--- config.mk ---
export PLATFORM = sky130hd
export DESIGN_NAME = linear_interp_scheduler_flat
export DESIGN_NICKNAME = d
export VERILOG_FILES = /design/src/rtl/linear_interp_scheduler_if.sv /design/src/rtl/linear_interp_scheduler.sv /design/src/flat_wrapper.sv
export SDC_FILE = /design/constraint.sdc
export NUM_CORES = 1
export LEC_CHECK = 0
export BUFFER_PORTS_ARGS = -buffer_cell sky130_fd_sc_hd__buf_2
export CORE_MARGIN = 4
export CORE_UTILIZATION = 44
export CTS_CLUSTER_DIAMETER = 30
export DETAILED_ROUTE_END_ITERATION = 16
export GPL_ROUTABILITY_DRIVEN = 1
export PLACE_DENSITY = 0.72
export SLEW_MARGIN = 20
export SYNTH_ARGS = -nofsm -noshare
export SYNTH_HDL_FRONTEND = slang
export SYNTH_SLANG_ARGS = --single-unit
export TNS_END_PERCENT = 30
--- constraint.sdc ---
create_clock -name clock -period 4.7 [get_ports clock]
set_clock_uncertainty 0.1 [all_clocks]
set_input_delay 1.41 -clock clock [delete_from_list [all_inputs] [get_ports clock]]
set_output_delay 1.41 -clock clock [all_outputs]
set_load 0.02 [all_outputs]
--- src/rtl/linear_interp_scheduler_if.sv ---
// Handshake bundle between four sample producers, the interpolation
// scheduler and the downstream consumer of interpolated samples.
interface linear_interp_scheduler_if #(
    parameter int WORD_SIZE = 8
);
    logic [3:0]             in_valid;
    logic [4*WORD_SIZE-1:0] in_data;
    logic [3:0]             in_ready;
    logic                   out_valid;
    logic [WORD_SIZE-1:0]   out_data;
    logic [1:0]             out_chan;
    logic                   out_phase;
    logic                   out_ready;
    logic                   busy;

    // Scheduler side
    modport slave (
        input  in_valid,
        input  in_data,
        input  out_ready,
        output in_ready,
        output out_valid,
        output out_data,
        output out_chan,
        output out_phase,
        output busy
    );

    // Producer/consumer side
    modport master (
        output in_valid,
        output in_data,
        output out_ready,
        input  in_ready,
        input  out_valid,
        input  out_data,
        input  out_chan,
        input  out_phase,
        input  busy
    );
endinterface

--- src/rtl/linear_interp_scheduler.sv ---
// Four-channel 2x linear interpolator: one shared midpoint datapath, a
// round-robin grant in IDLE, and a midpoint-then-sample output pair per input.
module linear_interp_scheduler #(
    parameter int WORD_SIZE = 8
) (
    input  logic                     clock,
    input  logic                     reset,
    linear_interp_scheduler_if.slave bus
);

    typedef enum logic [1:0] {
        ST_IDLE = 2'd0,
        ST_MID  = 2'd1,
        ST_SAMP = 2'd2
    } state_t;

    state_t                 r_state;
    logic [1:0]             r_ptr;
    logic [WORD_SIZE-1:0]   r_prev [4];
    logic [WORD_SIZE-1:0]   r_sample;
    logic [1:0]             r_chan;
    logic                   r_out_valid;
    logic [WORD_SIZE-1:0]   r_out_data;
    logic [1:0]             r_out_chan;
    logic                   r_out_phase;
    logic                   r_busy;

    logic                   w_found;
    logic [1:0]             w_gidx;
    logic [3:0]             w_in_ready;
    logic [WORD_SIZE-1:0]   w_sel_data;
    logic [WORD_SIZE:0]     w_sum;
    logic [WORD_SIZE-1:0]   w_mid;

    // Round-robin search starting at r_ptr for the first requesting channel
    always_comb begin
        logic [1:0] cand;
        w_found = 1'b0;
        w_gidx  = 2'd0;
        cand    = 2'd0;
        for (int k = 0; k < 4; k++) begin
            cand = r_ptr + 2'(k);
            if (!w_found && bus.in_valid[cand]) begin
                w_found = 1'b1;
                w_gidx  = cand;
            end else begin
                w_found = w_found;
            end
        end
    end

    // Grant is only offered while idle and out of reset
    always_comb begin
        w_in_ready = 4'b0000;
        if (!reset && (r_state == ST_IDLE) && w_found) begin
            w_in_ready = 4'b0001 << w_gidx;
        end else begin
            w_in_ready = 4'b0000;
        end
    end

    // Midpoint is formed one bit wider so the sum never wraps
    always_comb begin
        w_sel_data = bus.in_data[int'(w_gidx)*WORD_SIZE +: WORD_SIZE];
        w_sum      = {1'b0, r_prev[w_gidx]} + {1'b0, w_sel_data};
        w_mid      = w_sum[WORD_SIZE:1];
    end

    // Scheduler FSM with registered outputs
    always_ff @(posedge clock) begin
        if (reset) begin
            r_state     <= ST_IDLE;
            r_ptr       <= 2'd0;
            for (int i = 0; i < 4; i++) begin
                r_prev[i] <= '0;
            end
            r_sample    <= '0;
            r_chan      <= 2'd0;
            r_out_valid <= 1'b0;
            r_out_data  <= '0;
            r_out_chan  <= 2'd0;
            r_out_phase <= 1'b0;
            r_busy      <= 1'b0;
        end else begin
            case (r_state)
                ST_IDLE: begin
                    if (w_found) begin
                        r_sample    <= w_sel_data;
                        r_chan      <= w_gidx;
                        r_out_data  <= w_mid;
                        r_out_chan  <= w_gidx;
                        r_out_phase <= 1'b0;
                        r_out_valid <= 1'b1;
                        r_busy      <= 1'b1;
                        r_state     <= ST_MID;
                    end else begin
                        r_state     <= ST_IDLE;
                    end
                end
                ST_MID: begin
                    if (bus.out_ready) begin
                        r_out_data  <= r_sample;
                        r_out_phase <= 1'b1;
                        r_out_valid <= 1'b1;
                        r_state     <= ST_SAMP;
                    end else begin
                        r_state     <= ST_MID;
                    end
                end
                ST_SAMP: begin
                    // prev is committed only once both outputs have been taken
                    if (bus.out_ready) begin
                        r_out_valid     <= 1'b0;
                        r_prev[r_chan]  <= r_sample;
                        r_ptr           <= r_chan + 2'd1;
                        r_busy          <= 1'b0;
                        r_state         <= ST_IDLE;
                    end else begin
                        r_state         <= ST_SAMP;
                    end
                end
                default: begin
                    r_out_valid <= 1'b0;
                    r_busy      <= 1'b0;
                    r_state     <= ST_IDLE;
                end
            endcase
        end
    end

    assign bus.in_ready  = w_in_ready;
    assign bus.out_valid = r_out_valid;
    assign bus.out_data  = r_out_data;
    assign bus.out_chan  = r_out_chan;
    assign bus.out_phase = r_out_phase;
    assign bus.busy      = r_busy;

endmodule

--- src/flat_wrapper.sv ---
// flat-port wrapper written by rule: the top's interface ports become plain ports
module linear_interp_scheduler_flat 
#(
    parameter int WORD_SIZE = 8
)
  (clock, reset, bus_in_valid, bus_in_data, bus_out_ready, bus_in_ready, bus_out_valid, bus_out_data, bus_out_chan, bus_out_phase, bus_busy);
  linear_interp_scheduler_if #(.WORD_SIZE(WORD_SIZE)) bus_i ();
  input  logic clock;
  input  logic reset;
  input wire logic [$bits(bus_i.in_valid)-1:0] bus_in_valid;
  input wire logic [$bits(bus_i.in_data)-1:0] bus_in_data;
  input wire logic [$bits(bus_i.out_ready)-1:0] bus_out_ready;
  output wire logic [$bits(bus_i.in_ready)-1:0] bus_in_ready;
  output wire logic [$bits(bus_i.out_valid)-1:0] bus_out_valid;
  output wire logic [$bits(bus_i.out_data)-1:0] bus_out_data;
  output wire logic [$bits(bus_i.out_chan)-1:0] bus_out_chan;
  output wire logic [$bits(bus_i.out_phase)-1:0] bus_out_phase;
  output wire logic [$bits(bus_i.busy)-1:0] bus_busy;
  assign bus_i.in_valid = bus_in_valid;
  assign bus_i.in_data = bus_in_data;
  assign bus_i.out_ready = bus_out_ready;
  assign bus_in_ready = bus_i.in_ready;
  assign bus_out_valid = bus_i.out_valid;
  assign bus_out_data = bus_i.out_data;
  assign bus_out_chan = bus_i.out_chan;
  assign bus_out_phase = bus_i.out_phase;
  assign bus_busy = bus_i.busy;
  linear_interp_scheduler #(.WORD_SIZE(WORD_SIZE)) u_core (.clock(clock), .reset(reset), .bus(bus_i));
endmodule
==> summary.md, run 1 <==
| Metric | Value |
|---|---|
| Number of flops mapped to enable cells by yosys | 32 |
| Sequential area share after synthesis | 44.6% |
| Routed met2 length | 4230 microns |
| Clk root buf | clkbuf_8 |
| CP Buf/Inv Count | 4 |
| Grt ovf | 0 |
| CP startpoint kind | input port |
| Synth warnings | 0 |
| Worst-path cell chain | buf_2 -> nor2b_1 -> buf_4 -> a211o_1 -> and2_1 -> buf_4 -> nor4_2 -> buf_2 |
| Total Routing Usage GR | a little over a fifth |
| Hold_ws | 358 ps |
| Final setup violation count | 0 |
| Metal3 WL | about 700 microns |
| Final hold viol count | 0 |
| Die H | 94.3 microns |
| Placement Cell Area | between 0.003 and 0.004 sq mm |
| Tightest Pin Transition | 829 ps |
| Synth Cell Area | 0.00328 sq mm |
| Post-synth cell types | 55 |
| Top sig layer | met4 |
| Residual DRC count | 0 |
| Initial antenna violation count | 0 |
| Kind of critical path | input port to output pin |
| Arr. time, crit path | 3090 ps |
| Clk Latency, worst-skew pair | 330 ps |
| Maxcap violations | 0 |
| Synth top area cells | edfxtp_1 29%, dfxtp_1 15%, nand2_1 11% |
| Total power draw | around 1.6 mW |
| Share of async-settable or async-resettable flops after synthesis | 0% |
| Final ANT Viol Nets | 0 |
| Gpl congestion | about 0.90 |
| Initial core utilization | 45.2% |
| PortBufs | 55 |
| Filler Cell Count | 692 |
| Max Freq | 217 MHz |
| Share of layout cells above drive strength 1 | 22.6% |
| First-iteration detailed-routing DRC count | ~360 |
| Largest area contributor in the netlist | edfxtp_1 |
| Yosys reg bits | 57 |
| Final instance area | ~0.004 sq mm |
| Clock transition at path regs | 60 ps |
| Power density over cell area | 390 mW/mm^2 |
| Clk sinks | 57 |
| Area delta synth->final | 21.4% |
| Syn Nets | 440 |
| # hold bufs at CTS | 0 |
| Status | completed |
| Final Critical Period | between 4000 and 5000 ps |
| Post-DP HPWL | 6990 microns |
| WL final | 9290 microns |
| Nets | 511 |
| CTS resizes | 0 |
| Primary FF master, synth | edfxtp_1 |
| Top delay family on crit path | buffers and inverters |
| CTS tree | built |
| CORE AREA | 0.00725 sq mm |
| Die width | approximately 94 microns |
| WL per Instance | 16.4 microns |
| Cells after Synth | around 400 |
| Worst vdd ir | 0.299 mV |
| Max-slew headroom | 44.6% |
| Slowest-stage cell, CP | a211o_1 |
| Top-area cell type share of the netlist area | between 20% and 30% |
| WL met1 | 4140 microns |
| # diodes | 0 |
| Final cycle utilization of the critical path | 98.0% |
| First-pass GRT wire length | approximately 15000 microns |
| Leakage | ~1.7 nW |
| Setup Fix Bufs, Post-CTS | 0 |
| Clock Path Buffers | 2 |
| Vias in the first global route | roughly 3000 |
| Pre-Repair DR Iteration Count | 5 |
| Worst hold path type | register to register |
| Num CTS Buffers | 9 |
| Full die area | 0.00890 sq mm |
| H-tree depth | 3 |
| CP max FO | 14 |
| Critical Path End Type | output pin |
| Pin count of the biggest net entering global routing | 35 |
| Mapped Avg Cell Area | 8.32 sq um |
| Largest stage delay on the critical path | 340 ps |
| DR vias | ~3200 |
| Fin. max-slew vios | 0 |
| DR vias/cell | 5.57 |
| # rows | 31 |
| Worst Path Required | 3190 ps |
| RSZ-0062 raised after global routing | false |
| I/O pin total | 56 |
==> where the power goes <==
group	internal [mW]	switching, mW	total [mW]
Combinational	0.200	0.313	0.513
Clock	0.236	0.182	0.418
Sequential	0.579	0.0409	0.620
==> metal layers <==
layer | track usage, % | up-vias
met1 | 29.4 | 1476
met5 | 0 | -
met2 | 34.7 | 123
met4 | 9.15 | 0
li1 | - | 1538
met3 | 4.14 | 24
==> synth_stat cells, types with 3 or more instances <==
library cell  count
and3_1           11
or4_1             4
dfxtp_1          25
nor4_1           10
ha_1              6
nor2_1           38
xnor2_1           3
nor2b_1           6
nand3b_1          3
inv_1            11
nand2b_1          6
o21bai_1          3
edfxtp_1         32
nand3_1          10
clkbuf_1         17
o21ai_0           5
nand2_1          94
buf_2             3
a211oi_1          3
a21o_1            3
a31oi_1          11
a21oi_1          30
and2_1           10
nor3_1            7
==> placed cells by master, fill, tap and decap left out, drive strengths merged, types with 25 or more instances in the layout <==
cell and count:
a21oi 30, edfxtp 32, dfxtp 25, nor2 39
nand2 94, buf 82
==> area by class of cell <==
class	instances	area, sq um	area share, %
Clock inverter	5	47.5	1.19
Clock buffer	10	128	3.20
Multi-Input combinational cell	304	1700	42.8
Inverter	11	41.3	1.04
Tap cell	99	124	3.11
Timing Repair Buffer	82	478	12.0
Sequential cell	57	1460	36.7
==> logic make-up (layout without fill, tap and decap cells) <==
logic type,Yosys count,after routing,share of synthesized area (%)
and+or+nand+nor,212,212,30.8
DFF,57,57,44.6
AOI/OAI and AO/OA,76,76,15.2
adders and majority gates,8,8,3.20
muxes,3,3,0.954
xor gates and xnor gates,5,5,1.34
buffers and inverters,33,108,3.89
==> worst register-to-register path: cells and delay by family, from the launching register on <==
family | cells | cell delay, ps
simple gates | 4 | 970
flops | 1 | 550
buf+inv | 1 | 200
compound gates | 5 | 1410
fa+ha+maj | 1 | 310
==> flip-flops by register name (all words and copies together), names as in the netlist <==
| signal | count |
|---|---|
| u_core.bus.out_phase | 1 |
| u_core.r_ptr | 2 |
| u_core.bus.out_valid | 1 |
| u_core.bus.out_data | 8 |
| u_core.bus.busy | 1 |
| u_core.r_chan | 2 |
| u_core.r_state | 2 |
| u_core.r_prev | 32 |
| u_core.r_sample | 8 |
==> through the flow <==
step	setup slack, ps	std cells	setup TNS (ps)	utilization [%]
3_5_place_dp	-44.1	553	-44.1	52.3
2_1_floorplan	22.0	394	0	-
3_3_place_gp	86.5	553	0	52.3
6_report	96.1	568	0	54.9
4_1_cts	50.8	568	0	54.7
5_1_grt	21.7	568	0	54.9
==> final timing paths <==
path                                           from                                   to  slack [ps]  depth (start not counted)
setup / recovery                    bus_in_valid[2]                      bus_in_ready[1]         100                          8
hold / removal    u_core.bus.out_phase$_SDFFE_PP0P_    u_core.bus.out_phase$_SDFFE_PP0P_         360                          2
setup reg to reg       u_core.r_ptr[1]$_SDFFE_PP0P_  u_core.bus.out_data[6]$_SDFFE_PP0P_        1100                         11
hold reg to reg   u_core.bus.out_phase$_SDFFE_PP0P_    u_core.bus.out_phase$_SDFFE_PP0P_         360                          2
Power figures use the tool's default switching activity.
==> run 2: changes to the inputs <==
PLACE_DENSITY = not set   (was 0.72)
PLACE_DENSITY_LB_ADDON = 0.08   (was not set)
clock period = 5.9 ns   (was 4.7 ns; I/O delays follow)
==> run 2 against run 1 <==
  * Flip-flop and latch count is the same
  * Design area shrank 3.5%
  * Critical path depth shrank 1
  * Critical path type unchanged
  * Worst hold slack is essentially flat
  * Largest cell class unchanged
==> summary.md, run 2 (synthesis results as in run 1) <==
| Metric | Value |
|---|---|
| Status | completed |
| Gpl congestion | 0.844 |
| Num CTS Buffers | 9 |
| Pre-CTS WS | 517 ps |
| PortBufs | between 50 and 60 |
| Grt ovf | 0 |
| Initial core utilization | 45.2% |
| Die H | 94.3 microns |
| Clk sinks | 57 |
| Area delta synth->final | 17.2% |
| First-iteration detailed-routing DRC count | 208 |
| Worst Path Required | 4030 ps |
| Clk root buf | clkbuf_8 |
| DR vias | 3047 |
| Arr. time, crit path | 3520 ps |
| Post-DP HPWL | 6770 microns |
| CORE AREA | between 0.007 and 0.008 sq mm |
| # placed instances | 537 |
| Final Critical Period | 5390 ps |
| Share of layout cells above drive strength 1 | 20.3% |
| Total Routing Usage GR | around a fifth |
| Die width | about 94 microns |
| Leakage | 1.63 nW |
| Final instance area | 0.00384 sq mm |
| Power density over cell area | between 300 and 400 mW/mm^2 |
| Setup TNS | 0 ps |
| Final ANT Viol Nets | 0 |
| CTS tree | built |
| RSZ-0062 raised after global routing | false |
| I/O pin total | 56 |
| # rows | 31 |
| Clock transition at path regs | approximately 60 ps |
| Final cycle utilization of the critical path | 91.3% |
| Min-Delay Path Depth | 2 |
| Total power draw | 1.19 mW |
| Initial antenna violation count | 0 |
| Most frequent cells in the layout | 94 x nand2_1, 55 x buf_2, 38 x nor2_1 |
| Most common cell after layout, fill and taps aside | nand2_1 |
| Final worst slack | just over 500 ps |
| Filler Cell Count | 736 |
| Worst hold path type | register to register |
| WL per Instance | 16.2 microns |
| CP max FO | 10 |
| Kind of critical path | input port to output pin |
| First-pass GRT wire length | 13900 microns |
| Fin. max-slew vios | 0 |
| Core Util, Final | 53.0% |
| CP startpoint kind | input port |
| Non-Filler Instances | around 550 |
| Largest register FFs | 32 |
| Vias in the first global route | 2792 |
| Nets | 495 |
| Pre-Repair DR Iteration Count | 5 |
| Residual DRC count | 0 |
| Final hold viol count | 0 |
| Max Freq | roughly 190 MHz |
| Pin count of the biggest net entering global routing | 27 |
| Max-slew headroom | approximately 45% |
| Clock Path Buffers | 2 |
| CTS resizes | 0 |
| Full die area | 0.00890 sq mm |
| Hold_ws | 358 ps |
| H-tree depth | 3 |
| Final setup violation count | 0 |
| Worst vdd ir | 0.210 mV |
| R2R depth | 12 |
| Most flops, register | u_core.r_prev |
| Clk Latency, worst-skew pair | 340 ps |
| Critical Path End Type | output pin |
| WL final | 8960 microns |
| # diodes | 0 |
| Maxcap violations | 0 |
| Tightest Pin Transition | ~800 ps |
| # hold bufs at CTS | 0 |
| Placement Cell Area | 0.00367 sq mm |
| Setup Fix Bufs, Post-CTS | 0 |
| DR vias/cell | 5.51 |
-- run 2: cell types whose count changed in the layout (fill, tap and decap cells not counted), sizes merged --
cell and delta:
buf -16, clkinvlp +2, bufinv -1
-- run 2: worst max-delay path, stage by stage --
cell and delay [ps]:
buf_2 90, nor2b_1 340, or4b_1 320, nand2_1 270, buf_4 250, nor4_1 250, buf_2 210
-- run 2: power by group --
part           internal (mW)  total [mW]  switching (mW)
combinational          0.146       0.389           0.243
clock                  0.149       0.306           0.158
sequential             0.461       0.494          0.0330
total                  0.756        1.19           0.434
-- run 2: layout make-up --
class | instances | area [sq um] | share of cell area (%)
Sequential cell | 57 | 1460 | 38.0
Clock inverter | 6 | 35.0 | 0.911
Clock buffer | 10 | 128 | 3.32
Inverter | 11 | 41.3 | 1.07
Timing Repair Buffer | 66 | 358 | 9.31
Tap cell | 99 | 124 | 3.22
Multi-Input combinational cell | 304 | 1700 | 44.1
-- run 2: worst paths after layout --
kind / startpoint / to / slack, ps
setup reg to reg: u_core.r_ptr[0]$_SDFFE_PP0P_ / u_core.bus.out_data[6]$_SDFFE_PP0P_ / 2020
hold reg to reg: u_core.bus.out_data[1]$_SDFFE_PP0P_ / u_core.bus.out_data[1]$_SDFFE_PP0P_ / 360
hold / removal: u_core.bus.out_data[1]$_SDFFE_PP0P_ / u_core.bus.out_data[1]$_SDFFE_PP0P_ / 360
setup / recovery: bus_in_valid[2] / bus_in_ready[0] / 510
-- run 2: layer usage --
layer | wire [microns] | GRT usage (%)
met2 | 4020 | 31.4
met4 | 114 | 8.30
met5 | 0 | 0
met3 | 574 | 3.43
met1 | 4250 | 29.1
==> run 3: changes to the inputs <==
clock period = 4.8 ns   (was 5.9 ns; I/O delays follow)
==> run 3 against run 2 <==
  * Power is 25% higher
  * Worst setup slack lost 380 ps
  * Clock power up 23%
  * Via count fell by 0.23%
  * Wire length grew 3.5%
  * Combinational power up 28%
  * Worst hold slack got worse by 5.9 ps
  * Cell count increased by 2.0%
==> summary.md, run 3 (synthesis results as in run 1) <==
| Metric | Value |
|---|---|
| CORE AREA | just over 0.007 sq mm |
| Pin count of the biggest net entering global routing | 32 |
| Total power draw | between 1 and 1.5 mW |
| First-pass GRT wire length | 14300 microns |
| Status | completed |
| Clk root buf | clkbuf_8 |
| Gpl congestion | ~0.89 |
| Final instance area | 0.00394 sq mm |
| First-iteration detailed-routing DRC count | ~220 |
| Full die area | approximately 0.0089 sq mm |
| DR vias | 3040 |
| Register area | 0.00146 sq mm |
| R2r startpoint | u_core.r_ptr[1]$_SDFFE_PP0P_ |
| Initial antenna violation count | 0 |
| R2R depth | 11 |
| Worst hold path type | register to register |
| Nets | 507 |
| Residual DRC count | 0 |
| Leakage | 1.69 nW |
| Area delta synth->final | 20.0% |
| Max-slew headroom | 34.8% |
| RSZ-0062 raised after global routing | false |
| Pre-Repair DR Iteration Count | 5 |
| Filler Cell Count | about 740 |
| I/O pin total | 56 |
| Total Routing Usage GR | 21.3% |
| Critical R2R Capture | u_core.bus.out_data[6]$_SDFFE_PP0P_ |
| Die H | 94.3 microns |
| Most common cell after layout, fill and taps aside | nand2_1 |
| Most flops, register | u_core.r_prev |
| Kind of critical path | input port to output pin |
| Final cycle utilization of the critical path | 97.2% |
| Final ANT Viol Nets | 0 |
| Worst Path Required | about 3300 ps |
| # rows | 31 |
| R2R Setup Slk | 1160 ps |
| Arr. time, crit path | 3130 ps |
| Multi-input combinational cell area | 0.00170 sq mm |
| Clk Latency, worst-skew pair | 330 ps |
| DR vias/cell | 5.39 |
| Worst vdd ir | 0.262 mV |
| Vias in the first global route | approximately 2900 |
| Hold endpoint | u_core.bus.out_phase$_SDFFE_PP0P_ |
| Clk sinks | 57 |
| CP startpoint kind | input port |
| Clock transition at path regs | 60 ps |
| CTS tree | built |
| Setup TNS | 0 ps |
| Grt ovf | 0 |
| Power density over cell area | 377 mW/mm^2 |
| Post-DP HPWL | roughly 7000 microns |
| Fin. max-slew vios | 0 |
| Pre-CTS WS | 2.47 ps |
| Setup Fix Bufs, Post-CTS | 0 |
| Max Freq | 214 MHz |
| WL final | a little over 9000 microns |
| Die width | about 94 microns |
| PortBufs | 55 |
| Most frequent cells in the layout | 94 x nand2_1, 55 x buf_2, 38 x nor2_1 |
| Placement Cell Area | 0.00376 sq mm |
| # diodes | 0 |
| Num CTS Buffers | 9 |
| Maxcap violations | 0 |
| Initial core utilization | about 45% |
| Final setup violation count | 0 |
| Clock Path Buffers | 2 |
| Share of layout cells above drive strength 1 | between 20% and 30% |
| Min-Delay Path Depth | 2 |
| WL per Instance | 16.5 microns |
| Worst hold start | u_core.bus.out_phase$_SDFFE_PP0P_ |
| Final hold viol count | 0 |
| Final Critical Period | 4670 ps |
| H-tree depth | 3 |
| Final worst slack | 132 ps |
| Largest register FFs | 32 |
| CP max FO | 11 |
| Critical Path End Type | output pin |
| Tightest Pin Transition | around 980 ps |
==> run 3: cell types whose count changed in the layout (fill, tap and decap cells not counted), sizes merged <==
cell | before | now
buf | 66 | 78
clkbuf | 10 | 11
clkinvlp | 2 | 1
clkinv | 4 | 3
==> run 3: report_power, final <==
part | switching, mW | internal, mW
registers | 0.0429 | 0.567
clock network | 0.182 | 0.194
logic | 0.305 | 0.191
total | 0.530 | 0.952
==> run 3: stage by stage <==
stage | hold slack (ps) | util [%] | instances
after floorplan | 358 | - | 394
after global placement | 344 | 51.9 | 549
after detailed placement | 345 | 51.9 | 549
after CTS | 358 | 54.1 | 564
after global routing | 387 | 54.3 | 564
final | 352 | 54.3 | 564
==> run 3: how the worst max path moves through the flow <==
stage                     slack [ps]  cells past startpoint       startpoint                                   to
after floorplan                    5                     13  bus_in_valid[2]  u_core.bus.out_data[6]$_SDFFE_PP0P_
after global placement           110                     13  bus_in_valid[2]  u_core.bus.out_data[6]$_SDFFE_PP0P_
after detailed placement           2                     13  bus_in_valid[2]  u_core.bus.out_data[6]$_SDFFE_PP0P_
after CTS                        120                      8  bus_in_valid[2]                      bus_in_ready[1]
after global routing               9                      8  bus_in_valid[2]                      bus_in_ready[1]
final                            130                      8  bus_in_valid[2]                      bus_in_ready[1]
==> run 3: repair_timing <==
item	4_1_cts	5_1_grt
resized for setup	0	1
hold buffers	0	0
endpoints found under the setup margin	0	1
==> run 3: final cells by class <==
cell class              instances  share of cell area, %
repair buffers                 78                   11.4
well taps                      99                   3.15
clock buffers                  11                   3.59
multi-input cells             304                   43.2
clock inverters                 4                  0.509
flip-flops and latches         57                   37.1
inverters                      11                   1.05
==> run 3: critical path: stages <==
cell     delay [ps]
buf_2           110
nor2b_1         130
buf_4           150
a211o_1         340
and2_1          260
buf_4           220
nor4_1          260
buf_2           220
==> run 3: per-layer routing <==
| layer | up-vias | track usage, % | part of all wire, % |
|---|---|---|---|
| met3 | 12 | 4.70 | 6.3 |
| met2 | 93 | 33.9 | 47 |
| met1 | 1402 | 28.6 | 45 |
| met5 | - | 0 | 0 |
| li1 | 1533 | - | - |
| met4 | 0 | 7.94 | 1.7 |
